[config.mk]
export PLATFORM = sky130hd
export DESIGN_NAME = text_writer
export DESIGN_NICKNAME = d
export VERILOG_FILES = /design/src/rtl/text_writer.sv
export SDC_FILE = /design/constraint.sdc
export NUM_CORES = 1
export LEC_CHECK = 0
export CORE_MARGIN = 10
export CORE_UTILIZATION = 48
export DETAILED_ROUTE_END_ITERATION = 8
export PLACE_DENSITY = 0.75
export SLEW_MARGIN = 30
export SYNTH_ARGS = -nofsm -noshare
export SYNTH_HDL_FRONTEND = slang
export SYNTH_SLANG_ARGS = --single-unit
[constraint.sdc]
create_clock -name clk -period 1.6 [get_ports clk]
set_input_delay 0.24 -clock clk [delete_from_list [all_inputs] [get_ports clk]]
set_output_delay 0.24 -clock clk [all_outputs]
set_load 0.01 [all_outputs]
[src/rtl/text_writer.sv]
// Text-mode writer: turns PUT/NEWLINE/CLEAR/HOME commands into name-table RAM writes
// and tracks the cursor. The full-table and single-row blanking sweeps run one write per cycle.
module text_writer #(
  parameter int         COLS  = 40,
  parameter int         ROWS  = 30,
  parameter logic [3:0] BLANK = 4'h0
) (
  input  logic        clk,
  input  logic        rst,
  input  logic        cmd_valid,
  input  logic [1:0]  cmd,
  input  logic [3:0]  cmd_char,
  output logic        cmd_ready,
  output logic [3:0]  wdata,
  output logic [10:0] waddr,
  output logic        wenable,
  output logic        busy,
  output logic [5:0]  cursor_col,
  output logic [4:0]  cursor_row
);

  typedef enum logic [1:0] {
    IDLE    = 2'd0,
    CLEAR   = 2'd1,
    LINECLR = 2'd2
  } state_t;

  localparam logic [1:0]  CMD_PUT     = 2'b00;
  localparam logic [1:0]  CMD_NEWLINE = 2'b01;
  localparam logic [1:0]  CMD_CLEAR   = 2'b10;
  localparam logic [1:0]  CMD_HOME    = 2'b11;
  localparam logic [5:0]  LAST_COL    = 6'(COLS - 1);
  localparam logic [4:0]  LAST_ROW    = 5'(ROWS - 1);
  localparam logic [5:0]  LINE_LAST   = 6'd63;
  localparam logic [10:0] TABLE_LAST  = 11'd2047;

  state_t      state_r, state_s;
  logic [5:0]  line_cnt_r, line_cnt_s;
  logic [10:0] clr_cnt_r, clr_cnt_s;
  logic [5:0]  col_r, col_s;
  logic [4:0]  row_r, row_s;
  logic [3:0]  wdata_r, wdata_s;
  logic [10:0] waddr_r, waddr_s;
  logic        wenable_r, wenable_s;
  logic        newline_s;
  logic [4:0]  row_inc_s;

  assign row_inc_s = (row_r == LAST_ROW) ? 5'd0 : row_r + 5'd1;

  // Next-state, cursor and write-port logic
  always_comb begin
    state_s    = state_r;
    line_cnt_s = line_cnt_r;
    clr_cnt_s  = clr_cnt_r;
    col_s      = col_r;
    row_s      = row_r;
    wdata_s    = wdata_r;
    waddr_s    = waddr_r;
    wenable_s  = 1'b0;
    newline_s  = 1'b0;
    case (state_r)
      IDLE: begin
        if (cmd_valid) begin
          case (cmd)
            CMD_PUT: begin
              wenable_s = 1'b1;
              waddr_s   = {row_r, col_r};
              wdata_s   = cmd_char;
              if (col_r == LAST_COL) begin
                newline_s = 1'b1;
              end else begin
                col_s = col_r + 6'd1;
              end
            end
            CMD_NEWLINE: newline_s = 1'b1;
            CMD_CLEAR: begin
              state_s   = CLEAR;
              clr_cnt_s = 11'd0;
            end
            CMD_HOME: begin
              col_s = 6'd0;
              row_s = 5'd0;
            end
            default: state_s = IDLE;
          endcase
        end else begin
          state_s = IDLE;
        end
      end
      CLEAR: begin
        wenable_s = 1'b1;
        waddr_s   = clr_cnt_r;
        wdata_s   = BLANK;
        if (clr_cnt_r == TABLE_LAST) begin
          state_s   = IDLE;
          clr_cnt_s = 11'd0;
          col_s     = 6'd0;
          row_s     = 5'd0;
        end else begin
          clr_cnt_s = clr_cnt_r + 11'd1;
        end
      end
      LINECLR: begin
        wenable_s = 1'b1;
        waddr_s   = {row_r, line_cnt_r};
        wdata_s   = BLANK;
        if (line_cnt_r == LINE_LAST) begin
          state_s    = IDLE;
          line_cnt_s = 6'd0;
        end else begin
          line_cnt_s = line_cnt_r + 6'd1;
        end
      end
      default: begin
        state_s   = CLEAR;
        clr_cnt_s = 11'd0;
      end
    endcase
    // The row sweep targets the row the cursor moves onto
    if (newline_s) begin
      col_s      = 6'd0;
      row_s      = row_inc_s;
      state_s    = LINECLR;
      line_cnt_s = 6'd0;
    end else begin
      line_cnt_s = line_cnt_s;
    end
  end

  // State and output registers; reset restarts the full clear sweep
  always_ff @(posedge clk) begin
    if (rst) begin
      state_r    <= CLEAR;
      line_cnt_r <= 6'd0;
      clr_cnt_r  <= 11'd0;
      col_r      <= 6'd0;
      row_r      <= 5'd0;
      wdata_r    <= 4'h0;
      waddr_r    <= 11'd0;
      wenable_r  <= 1'b0;
    end else begin
      state_r    <= state_s;
      line_cnt_r <= line_cnt_s;
      clr_cnt_r  <= clr_cnt_s;
      col_r      <= col_s;
      row_r      <= row_s;
      wdata_r    <= wdata_s;
      waddr_r    <= waddr_s;
      wenable_r  <= wenable_s;
    end
  end

  assign cmd_ready  = (state_r == IDLE) && !rst;
  assign busy       = (state_r != IDLE) || rst;
  assign wdata      = wdata_r;
  assign waddr      = waddr_r;
  assign wenable    = wenable_r;
  assign cursor_col = col_r;
  assign cursor_row = row_r;

endmodule

# Word level (Yosys, flattened, before mapping)
# Cells that the tools add are included.
# totals
ff_bits	46
in_bits	9
output_inout_bits	29
word_cells	86
# op_classes
addsub	4
n_eq_ne	20
mux	35
bitwise	1
n_reduce_logical	18
# ops
cell	count
one-hot mux 11 bit (3 select lines)	2
2-to-1 mux 11 bit	5
2-to-1 mux 5 bit	5
2-to-1 mux 6 bit	4
one-hot mux 6 bit (2 select lines)	2
adder 6 x 1 -> 6 bit, second input constant	2
equality test 6 bit, second input constant	2
inequality test 3 bit, second input constant	4
AND reduction 3 bit	4
adder 11 x 1 -> 11 bit, second input constant	1
equality test 11 bit, second input constant	1
2-to-1 mux 2 bit	5
one-hot mux 5 bit (2 select lines)	1
2-to-1 mux 4 bit	2
one-hot mux 4 bit (2 select lines)	1
equality test 2 bit, second input constant	3
one-hot mux 2 bit (3 select lines)	1
nonzero test 2 bit	3
nonzero test 3 bit	2
adder 5 x 1 -> 5 bit, second input constant	1
equality test 5 bit, second input constant	1
2-to-1 mux 1 bit	5
AND reduction 5 bit	1
equality test 2 x 1 -> 1 bit, second input constant	2
13 further kinds	18

# Longest topological paths before layout
# logic_depth
ltp_word	7
mapped_depth	8
depth_no_buf	6

# Worst setup path after synthesis
# OpenSTA, ideal clock, no wires.
# synth_timing
path_kind	reg-to-reg
from	register state_r[0]
to	register col_r[3], in the netlist cursor_col[3]
setup_time_ns	0.095
t_arrival_ns	1.677
required_ns	1.505
path_slack_ns	-0.172
stages_incl_launch_ff	8
n_path_buf	1
path_cell_list	dfxtp_1 inv_1 ha_1 and4b_1 a21o_1 or2_0 buf_6 a221oi_1
# synth_via
elab_chain_cells	3
word_cells_on_any_way	11
cone_classes	5 x eq/ne; 2 x mux; 4 x reduce/logical
# synth_rtl
element	line	source
from (decl)	37	state_t state_r, state_s;
from (signal assigned)	142	state_r <= state_s;
equality test 2 x 1 -> 1 bit / zero test 2 bit (equally long branches)	61	case (state_r)
inequality test 2 bit (no line) (tied with other cells)	-	
AND reduction 5 bit (no line) / OR reduction 2 bit (equally long branches)	-	
to (signal assigned)	145	col_r <= col_s;
to (decl)	40	logic [5:0] col_r, col_s;
# Several ways; a longest one is shown, not always the timed one.
# A chain may end at the register's enable or synchronous reset.

# Worst setup path after layout
# layout_timing
from	register state_r[1]
to	register col_r[2], in the netlist cursor_col[2]
# The elaborated chain is that of the path after synthesis.

==> out/qor.yml <==
portBuffers: 37
skew_ps: 6.23
p_int_uw: 2720
synth_top_area_frac: 0.376
cts_buffer_depth: 2
finalMaxSlewViolations: 0
design_area_mm2: 0.00378
failed_checks: "negative setup slack"
yosys-top-cells-area: "dfxtp_1 (38%), nand2_1 (4.7%), ha_1 (4.6%), a21oi_1 (4.5%), nor2_1 (3.4%)"
required_ps: 1810
cts-buffers-inserted: 5
gr-usage-met2: 0.300
insertion_delay_ps: 300
clk_pin_slew_ps: 90
hold_buffers: 0
yosys_warnings: 0
grt_pass1_vias: 2644
synthCells: 290
grt_max_degree: 25
yosysTopAreaCell: "dfxtp_1"
clock-sinks: 46
final_hold_viol_count: 0
drtAntennaViolNets: 0
grt_use_total: 0.176
synth_most_common_cell: "dfxtp_1"
fmax_ghz: 0.590
post-place-ws_ps: -449
power_density_mw_per_mm2: 1150
p_leak_uw: 0.00155
worst_slack_ps: -93.7
dieArea_mm2: 0.00836
num_rows: 25
synth_top_cells_by_count: "dfxtp_1 (46), nand2_1 (31), a21oi_1 (22), nor2_1 (22), inv_1 (18)"
finalCriticalPeriod_ps: 1690
post-route-util: 0.780
end_kind: "flop"
synth.distinct_cells: 50
htree_levels: 2
p_sw_frac: 0.375
synthesis.nets: 308
status: "complete, but fails checks"
drtIter0Drc: 299
syn_area_mm2: 0.00245
grt-busiest-layer: "met2"
power_switching_uw: 1640
maxCapViolations: 0
ys_seq_area_frac: 0.376
overflow: 0
wirelength_um: 8140
async_reset_ff_frac: 0
worstMarginPinSlew_ps: 426
grt_first_pass_wirelength_um: 12600
gr-usage-met1: 0.206
whs_ps: 455
die_w_um: 91.4
nets: 410
syn2layout_area_growth_pct: 54.3
critical_path_class: "reg2reg"
post_drt_wl_per_cell_um: 17.7
core_area_mm2: 0.00485
slew_headroom: 0.715
first_pass_iters: 5
start_kind: "flop"
min_path_type: "reg2reg"
hpwl_um: 5080
rsz0062_at_grt: "true"
met3_usage: 0.0510
synth-seq-cells: 46
fin_setup_tns_ps: -707
drc: 0
antenna_found_initial: 0
irDropWorstVdd_mv: 0.816
drive_above_1_share: 0.344
power_frac_seq: 0.316
p_clk_frac: 0.170
synth_edf_count: 0
crit_arrival_ps: 1900
power_frac_comb: 0.514
num_io_pins: 38
finalSetupViolations: 15
cts_tree: "built"
start_util: 0.505
post_dp_cell_area_mm2: 0.00331
dominantRegCellSynth: "dfxtp_1"
vias: 2753
via_per_inst: 5.98
diodes: 0
finalCritPeriodShare: 1.06
die_y_um: 91.4
avgSynthCellArea_um2: 8.45
gp_congestion: 0.842
path_max_fanout: 6
cts-root-buf: "clkbuf_8"
## per-stage QoR
stage                     cells  power, uW
after floorplan             290       2390
after CTS                   455       4180
after detailed placement    438       3180
after global placement      438       3140
after global routing        460       4570
final                       460       4360
## routing by layer
metal,vias to the layer above,part of all wire
met5,-,0
met4,0,0.024
met3,26,0.076
met2,143,0.48
met1,1307,0.42
li1,1277,-
## critical path: stages, from the launching register on
cell and delay, ps:
dfxtp_2 360, inv_2 60, ha_4 180, and4bb_2 260, o21ai_1 180, a31oi_1 140, buf_4 180, a311oi_1 230
## what timing repair did
| item | in CTS | in global routing |
|---|---|---|
| setup buffers | 7 | 6 |
| setup endpoints to repair | 45 | 39 |
| gates resized for setup | 38 | 41 |
| gates cloned | 2 | 0 |
| pin swaps | 9 | 11 |
## cell usage in the layout, fill, tap and decap left out, types with 7 or more instances in the layout
cell type,Yosys,routed
nor2_1,22,22
dfxtp_1,46,35
o21ai_0,12,7
dfxtp_2,0,11
clkdlybuf4s50_1,0,27
inv_1,18,16
o211ai_1,7,7
buf_4,1,62
nand3_1,10,7
nand2_1,31,31
buf_6,1,8
a21oi_1,22,14
a22oi_1,9,8
## layout make-up
cell class	instances	area, um2
multi-input combinational	210	1610
tap	67	83.8
inverter	18	70.1
sequential	46	935
fill	320	1070
clock inverter	1	5.00
timing repair buffer	111	992
clock buffer	7	86.3
## registers in the layout, summed over array words and instances (netlist names)
name	count
line_cnt_r	6
wenable	1
state_r	2
waddr	11
clr_cnt_r	11
cursor_col	6
wdata	4
cursor_row	5
## logic make-up (layout without fill, tap and decap cells)
group	after synthesis	after routing	synth area share
mux	5	5	0.0204
compound gates	90	90	0.261
flops	46	46	0.376
xor+xnor	8	8	0.0286
buf+inv	34	137	0.0582
simple gates	98	98	0.210
fa+ha+maj	9	9	0.0460
## power by group through the flow
stage	clock network, uW	registers, uW	logic [uW]
2_1_floorplan	0	1450	940
3_3_place_gp	0	1390	1750
3_5_place_dp	0	1390	1790
4_1_cts	749	1370	2060
5_1_grt	804	1390	2380
6_report	739	1380	2240
## final timing paths
check | start | end | slack [ps] | cells past startpoint
setup reg to reg | state_r[1] | cursor_col[2] | -90 | 7
setup / recovery | state_r[1] | cursor_col[2] | -90 | 7
hold reg to reg | wdata[3] | wdata[3] | 450 | 2
hold / removal | wdata[3] | wdata[3] | 450 | 2
Power figures use the tool's default switching activity.
